===== src/rtl/imem_boot_loader_pkg.sv =====
// Shared constants, FSM state encoding and helpers for the imem byte-stream boot loader.
// Imported by the interface, the loader and its testbench.
package imem_boot_loader_pkg;

  localparam int         DEF_IMEM_BYTES = 128;
  localparam int         DEF_ADDR_W     = $clog2(DEF_IMEM_BYTES);
  localparam logic [7:0] DEF_SYNC_BYTE  = 8'hA5;

  // Byte counter and frame length are kept at the full 16-bit LEN field width.
  localparam int CNT_W = 16;

  // Frame layout: SYNC, LEN_LO, LEN_HI, LEN data bytes, CHK.
  localparam int HDR_BYTES = 3;
  localparam int TRL_BYTES = 1;

  typedef enum logic [2:0] {
    S_IDLE   = 3'd0,
    S_LEN_LO = 3'd1,
    S_LEN_HI = 3'd2,
    S_DATA   = 3'd3,
    S_CHK    = 3'd4,
    S_DONE   = 3'd5,
    S_ERR    = 3'd6
  } boot_state_e;

  // An image fits when its length does not exceed the memory capacity.
  function automatic logic len_fits(input logic [CNT_W-1:0] len, input int cap);
    return len <= CNT_W'(cap);
  endfunction

endpackage


===== src/rtl/imem_boot_loader_if.sv =====
// Byte-stream input, imem write port and cpu control bundle of the boot loader.
// master = byte source / system side, slave = the loader itself.
interface imem_boot_loader_if #(
  parameter int ADDR_W = imem_boot_loader_pkg::DEF_ADDR_W
);

  logic [7:0]        in_data;
  logic              in_valid;
  logic              in_ready;
  logic              imem_we;
  logic [ADDR_W-1:0] imem_addr;
  logic [7:0]        imem_wdata;
  logic              cpu_rst;
  logic              done;
  logic              error;

  modport master (
    output in_data, in_valid,
    input  in_ready, imem_we, imem_addr, imem_wdata, cpu_rst, done, error
  );

  modport slave (
    input  in_data, in_valid,
    output in_ready, imem_we, imem_addr, imem_wdata, cpu_rst, done, error
  );

endinterface


===== src/rtl/imem_boot_loader.sv =====
// Frame parser that streams a checksummed image into imem and holds the cpu in reset
// until a complete, valid image has been written.
module imem_boot_loader
  import imem_boot_loader_pkg::*;
#(
  parameter int         IMEM_BYTES = DEF_IMEM_BYTES,
  parameter int         ADDR_W     = DEF_ADDR_W,
  parameter logic [7:0] SYNC_BYTE  = DEF_SYNC_BYTE
) (
  input  logic               clk,
  input  logic               rst,
  imem_boot_loader_if.slave  bus
);

  boot_state_e       r_state;
  logic [CNT_W-1:0]  r_len;
  logic [CNT_W-1:0]  r_count;
  logic [7:0]        r_xor;
  logic              r_imem_we;
  logic [ADDR_W-1:0] r_imem_addr;
  logic [7:0]        r_imem_wdata;
  logic              r_cpu_rst;
  logic              r_done;
  logic              r_error;

  boot_state_e       w_state_nxt;
  logic [CNT_W-1:0]  w_len_nxt;
  logic [CNT_W-1:0]  w_count_nxt;
  logic [7:0]        w_xor_nxt;
  logic              w_we_nxt;
  logic [ADDR_W-1:0] w_addr_nxt;
  logic [7:0]        w_wdata_nxt;
  logic              w_cpu_rst_nxt;
  logic              w_done_nxt;
  logic              w_error_nxt;

  logic              w_in_ready;
  logic              w_accept;
  logic [CNT_W-1:0]  w_len_full;
  logic [CNT_W-1:0]  w_count_inc;

  // Readiness depends on state only, so a source may never see it combinationally
  // follow its own in_valid.
  assign w_in_ready  = (r_state != S_DONE);
  assign w_accept    = bus.in_valid & w_in_ready;
  assign w_len_full  = {bus.in_data, r_len[7:0]};
  assign w_count_inc = r_count + CNT_W'(1);

  always_comb begin
    // NOTE: every output of this block gets a default first, so no path can infer a latch.
    w_state_nxt = r_state;
    w_len_nxt   = r_len;
    w_count_nxt = r_count;
    w_xor_nxt   = r_xor;
    w_we_nxt    = 1'b0;
    w_addr_nxt  = r_imem_addr;
    w_wdata_nxt = r_imem_wdata;

    if (w_accept) begin
      case (r_state)
        S_IDLE, S_ERR: begin
          if (bus.in_data == SYNC_BYTE) begin
            w_state_nxt = S_LEN_LO;
            w_count_nxt = '0;
            w_xor_nxt   = '0;
          end
        end
        S_LEN_LO: begin
          w_len_nxt   = {8'h00, bus.in_data};
          w_state_nxt = S_LEN_HI;
        end
        S_LEN_HI: begin
          w_len_nxt = w_len_full;
          if (!len_fits(w_len_full, IMEM_BYTES)) begin
            w_state_nxt = S_ERR;
          end else if (w_len_full == '0) begin
            w_state_nxt = S_CHK;
          end else begin
            w_state_nxt = S_DATA;
          end
        end
        S_DATA: begin
          w_we_nxt    = 1'b1;
          w_addr_nxt  = r_count[ADDR_W-1:0];
          w_wdata_nxt = bus.in_data;
          w_count_nxt = w_count_inc;
          w_xor_nxt   = r_xor ^ bus.in_data;
          if (w_count_inc == r_len) begin
            w_state_nxt = S_CHK;
          end
        end
        S_CHK: begin
          w_state_nxt = (bus.in_data == r_xor) ? S_DONE : S_ERR;
        end
        default: begin
          w_state_nxt = r_state;
        end
      endcase
    end

    // Status flags are decoded from the next state and then registered, so the
    // cpu reset line never glitches on a multi-bit state change.
    w_cpu_rst_nxt = (w_state_nxt != S_DONE);
    w_done_nxt    = (w_state_nxt == S_DONE);
    w_error_nxt   = (w_state_nxt == S_ERR);
  end

  always_ff @(posedge clk) begin
    // NOTE: non-blocking assignments so every register samples the pre-edge values.
    if (rst) begin
      r_state      <= S_IDLE;
      r_len        <= '0;
      r_count      <= '0;
      r_xor        <= '0;
      r_imem_we    <= 1'b0;
      r_imem_addr  <= '0;
      r_imem_wdata <= '0;
      r_cpu_rst    <= 1'b1;
      r_done       <= 1'b0;
      r_error      <= 1'b0;
    end else begin
      r_state      <= w_state_nxt;
      r_len        <= w_len_nxt;
      r_count      <= w_count_nxt;
      r_xor        <= w_xor_nxt;
      r_imem_we    <= w_we_nxt;
      r_imem_addr  <= w_addr_nxt;
      r_imem_wdata <= w_wdata_nxt;
      r_cpu_rst    <= w_cpu_rst_nxt;
      r_done       <= w_done_nxt;
      r_error      <= w_error_nxt;
    end
  end

  assign bus.in_ready   = w_in_ready;
  assign bus.imem_we    = r_imem_we;
  assign bus.imem_addr  = r_imem_addr;
  assign bus.imem_wdata = r_imem_wdata;
  assign bus.cpu_rst    = r_cpu_rst;
  assign bus.done       = r_done;
  assign bus.error      = r_error;

endmodule

===== src/flat_wrapper.sv =====
// flat-port wrapper written by rule: the top's interface ports become plain ports
module imem_boot_loader_flat import imem_boot_loader_pkg::*;
#(
  parameter int         IMEM_BYTES = DEF_IMEM_BYTES,
  parameter int         ADDR_W     = DEF_ADDR_W,
  parameter logic [7:0] SYNC_BYTE  = DEF_SYNC_BYTE
)
  (clk, rst, bus_in_data, bus_in_valid, bus_in_ready, bus_imem_we, bus_imem_addr, bus_imem_wdata, bus_cpu_rst, bus_done, bus_error);
  imem_boot_loader_if #(.ADDR_W(ADDR_W)) bus_i ();
  input  logic clk;
  input  logic rst;
  input wire logic [$bits(bus_i.in_data)-1:0] bus_in_data;
  input wire logic [$bits(bus_i.in_valid)-1:0] bus_in_valid;
  output wire logic [$bits(bus_i.in_ready)-1:0] bus_in_ready;
  output wire logic [$bits(bus_i.imem_we)-1:0] bus_imem_we;
  output wire logic [$bits(bus_i.imem_addr)-1:0] bus_imem_addr;
  output wire logic [$bits(bus_i.imem_wdata)-1:0] bus_imem_wdata;
  output wire logic [$bits(bus_i.cpu_rst)-1:0] bus_cpu_rst;
  output wire logic [$bits(bus_i.done)-1:0] bus_done;
  output wire logic [$bits(bus_i.error)-1:0] bus_error;
  assign bus_i.in_data = bus_in_data;
  assign bus_i.in_valid = bus_in_valid;
  assign bus_in_ready = bus_i.in_ready;
  assign bus_imem_we = bus_i.imem_we;
  assign bus_imem_addr = bus_i.imem_addr;
  assign bus_imem_wdata = bus_i.imem_wdata;
  assign bus_cpu_rst = bus_i.cpu_rst;
  assign bus_done = bus_i.done;
  assign bus_error = bus_i.error;
  imem_boot_loader #(.IMEM_BYTES(IMEM_BYTES), .ADDR_W(ADDR_W), .SYNC_BYTE(SYNC_BYTE)) u_core (.clk(clk), .rst(rst), .bus(bus_i));
endmodule

===== config.mk =====
export PLATFORM = sky130hd
export DESIGN_NAME = imem_boot_loader_flat
export DESIGN_NICKNAME = d
export VERILOG_FILES = /design/src/rtl/imem_boot_loader_pkg.sv /design/src/rtl/imem_boot_loader_if.sv /design/src/rtl/imem_boot_loader.sv /design/src/flat_wrapper.sv
export SDC_FILE = /design/constraint.sdc
export NUM_CORES = 1
export LEC_CHECK = 0
export ABC_AREA = 1
export ABC_CLOCK_PERIOD_IN_PS = 5180
export BUFFER_PORTS_ARGS = -buffer_cell sky130_fd_sc_hd__buf_4
export CORE_ASPECT_RATIO = 0.7
export CORE_UTILIZATION = 30
export CTS_CLUSTER_DIAMETER = 80
export DETAILED_ROUTE_END_ITERATION = 8
export MAX_ROUTING_LAYER = met4
export PLACE_DENSITY = 0.47
export SETUP_SLACK_MARGIN = 0.1
export SLEW_MARGIN = 15
export SYNTH_ARGS = -nofsm -noshare
export SYNTH_HDL_FRONTEND = slang
export SYNTH_SLANG_ARGS = --single-unit

===== constraint.sdc =====
create_clock -name clk -period 5.18 [get_ports clk]
set_clock_uncertainty 0.15 [all_clocks]
set_input_delay 0.259 -clock clk [delete_from_list [all_inputs] [get_ports clk]]
set_output_delay 0.259 -clock clk [all_outputs]
set_load 0.1 [all_outputs]

==> metrics <==
Critical Path Source Type register; Cell Chain, Critical Path inv_1 -> nor2_1 -> inv_1 -> nor2_4 -> nand2_2 -> nor2_2 -> inv_1 -> o21ai_0; grt ovf 0; stages on the worst setup path 8; VDD IR max around 0.00017 V; wire per inst between 15 and 20 um; critical path class register to register; vias after detailed routing between 3,000 and 4,000; delay-heaviest family, CP simple AND/OR/NAND/NOR gates; fraction of layout cells with a size suffix above 1 between 15 and 20%; Final Hold Fails 0; H-tree levels 3; routed wire length between 9000 and 10,000 um; Slowest-stage cell, CP inv_1; status completed; Setup Fix Bufs, Post-CTS 0; CTS Buffer Depth 2; initial antenna violation count 0; total of max-cap violations 0; final period utilization 48.40%; Slew @ Worst Pin a little over 0.8 ns; largest net degree at the start of global routing 28; worst setup path end u_core.r_count[1]$_SDFFE_PP0P_; PostCTS Resize Cnt 0; fillers around 1,100; worst r2r path cells 8; Setup crit end kind register; Worst slew margin around 45%; post-route ant nets 0; library cells used by synthesis 33; Reg2Reg Setup Slack 2.67 ns; setup tns final 0 ns; Cell Pwr Density roughly 330 nW/um^2; DRC 0; fin cells between 600 and 700; # diodes 0; RSZ-0062 raised after global routing false; Critical R2R Launch u_core.r_state[1]$_SDFF_PP0_; reg-to-reg endpoint u_core.r_count[1]$_SDFFE_PP0P_; CP max stage delay between 0.4 and 0.5 ns; Num CTS Buffers 9; WP buf/inv 3; overall routing resource usage between 10% and 20%; clk sinks just over 60; Skew-Pair Late Insertion Delay 0.33 ns; P&R area growth vs syn 21.06%; cts hold-fix bufs 0; post-route minimum period between 2 and 3 ns; # nets final around 490; mapped cell area 3232 sq um; final RePlAce weighted congestion between 0.8 and 0.9; Seq/Total Area, Yosys between 30% and 40%; CP required around 5.3 ns; root buffer cell clkbuf_16; core footprint 10,400 sq um; Worst Setup SP u_core.r_state[1]$_SDFF_PP0_; die area 11,200 sq um; cell mode on critical path inv_1; number of global-route vias before repair 2,791; mean number of vias per cell ~5; clk slew on worst S/H paths 0.05 ns; syn_nets between 400 and 500; total power 1285 uW; DP Wirelength just over 7000 um; Leakage Power roughly 0.0016 uW; Synth Register Bits 62; worst min path class input port to register; Post-Syn Instances 450; Die X 126.1 um; starting DRC count in detailed routing 207; CTS tree built; hold path startpoint bus_in_data[5]; port bufs 30; Initial Utilization 31.09%; Arrival @ worst endpoint about 2.6 ns; std cell rows 31; die height a little under 90 um; # setup viols final 0; drt first pass iters 7; first-pass GRT wire length roughly 15,000 um; top fanout value on the critical path 17; Max Freq roughly 400 MHz; dpl cells 598; Slew Viols, Final 0; I/O pin count 31; Ys Warns 0; post-synthesis area per instance 7.182 sq um; hold_ws between 0.1 and 0.15 ns
[kinds of logic (layout without fill, tap and decap cells)]
logic type               Yosys count  after routing  share of synthesized area, %
AO/OA/AOI/OAI                     80             80                         14.05
XOR/XNOR                          14             14                         5.071
AND/OR/NAND/NOR                  224            224                         34.03
adder cells (fa/ha/maj)            1              1                        0.3871
buffers and inverters             69            101                         8.052
flip-flops                        62             62                         38.40
[placed cells by master, fill, tap and decap left out, types with 6 or more instances in the layout]
cell / synthesis / final
a211oi_1: 8 / 8
buf_4: 0 / 31
nand2_2: 9 / 9
nor2_1: 32 / 32
dfxtp_1: 62 / 62
nand3_1: 63 / 62
nand4_1: 11 / 11
inv_1: 51 / 51
clkbuf_16: 0 / 9
a21oi_1: 31 / 31
nand2_1: 85 / 85
xnor2_1: 6 / 6
nor2_4: 7 / 7
o21ai_0: 27 / 27
[registers in the layout, summed over array words and instances (netlist names), 3 cells and up]
signal and flops:
u_core.bus.imem_addr 7, u_core.bus.imem_wdata 8, u_core.r_count 16, u_core.r_len 16
u_core.r_state 3, u_core.r_xor 8
[worst min path at each step]
stage,slack (ns),endpoint,depth (start not counted)
global route,0.09,u_core.bus.imem_wdata[7]$_SDFFE_PP0P_,3
finish,0.10,u_core.bus.imem_wdata[5]$_SDFFE_PP0P_,3
global placement,0.31,u_core.bus.imem_wdata[0]$_SDFFE_PP0P_,2
CTS,0.09,u_core.bus.imem_wdata[4]$_SDFFE_PP0P_,3
floorplan,0.25,u_core.bus.imem_wdata[0]$_SDFFE_PP0P_,2
detailed placement,0.31,u_core.bus.imem_wdata[0]$_SDFFE_PP0P_,2
[worst reg2reg max path, stage by stage (launching register included)]
cell and delay (ns):
dfxtp_1 0.36, inv_1 0.08, nor2_1 0.12, inv_1 0.13, nor2_4 0.15, nand2_2 0.20, nor2_2 0.47, inv_1 0.47
o21ai_0 0.29
[report_power, final]
group          internal (uW)  total, uW  switching (uW)
Combinational           32.6        117            83.9
Sequential               487        495            7.24
Clock                    460        674             214
[per-stage QoR]
step,instance area [sq um],setup slack (ns),utilization [%]
3_3_place_gp,3572,2.619,34.36
6_report,3913,2.673,37.64
2_1_floorplan,3232,2.994,-
3_5_place_dp,3572,2.534,34.36
4_1_cts,3908,2.591,37.59
5_1_grt,3913,2.445,37.64
[cells in the mapped netlist]
master | count | area [sq um]
nor3_1 | 1 | 5.000
ha_1 | 1 | 12.51
a21oi_4 | 1 | 16.27
clkinv_1 | 2 | 7.510
nor4_1 | 3 | 18.77
nand3b_1 | 1 | 7.510
dfxtp_1 | 62 | 1241
nor2_4 | 7 | 78.83
o21ai_1 | 5 | 25.02
a21o_1 | 1 | 7.510
inv_2 | 1 | 3.750
nor2_8 | 1 | 20.02
o21ai_0 | 27 | 135.1
xor2_1 | 5 | 43.79
buf_2 | 1 | 5.000
buf_1 | 1 | 3.750
nand4_1 | 11 | 68.82
nand3_2 | 4 | 40.04
clkbuf_1 | 13 | 48.80
a21oi_1 | 31 | 155.2
a32o_1 | 3 | 30.03
nand2_1 | 85 | 319.1
xnor2_1 | 6 | 52.55
a211oi_1 | 8 | 60.06
nor3b_2 | 1 | 12.51
nand2_2 | 9 | 56.30
nor2_2 | 5 | 31.28
inv_1 | 51 | 191.4
xnor3_1 | 3 | 67.56
nor2_1 | 32 | 120.1
or2_2 | 1 | 6.260
o22ai_1 | 4 | 25.02
nand3_1 | 63 | 315.3
[cell type report]
class | instances | area, sq um | share of cell area (%)
clock buffer | 13 | 270.3 | 6.908
tap | 132 | 165.2 | 4.221
clock inverter | 3 | 65.06 | 1.663
inverter | 54 | 202.7 | 5.181
multi-input combinational | 319 | 1735 | 44.36
sequential | 62 | 1241 | 31.72
timing repair buffer | 31 | 232.7 | 5.948
[metal layers]
metal  GRT usage, %  share of wire (%)  wire [um]  up-vias
met2          26.07                 41       3974       91
met3          4.776                5.3        517       10
li1               -                  -          -     1561
met5              -                  0          0        -
met1          27.43                 53       5163     1467
met4          5.696                1.2        121        0
(Power assumes the default switching activity.)
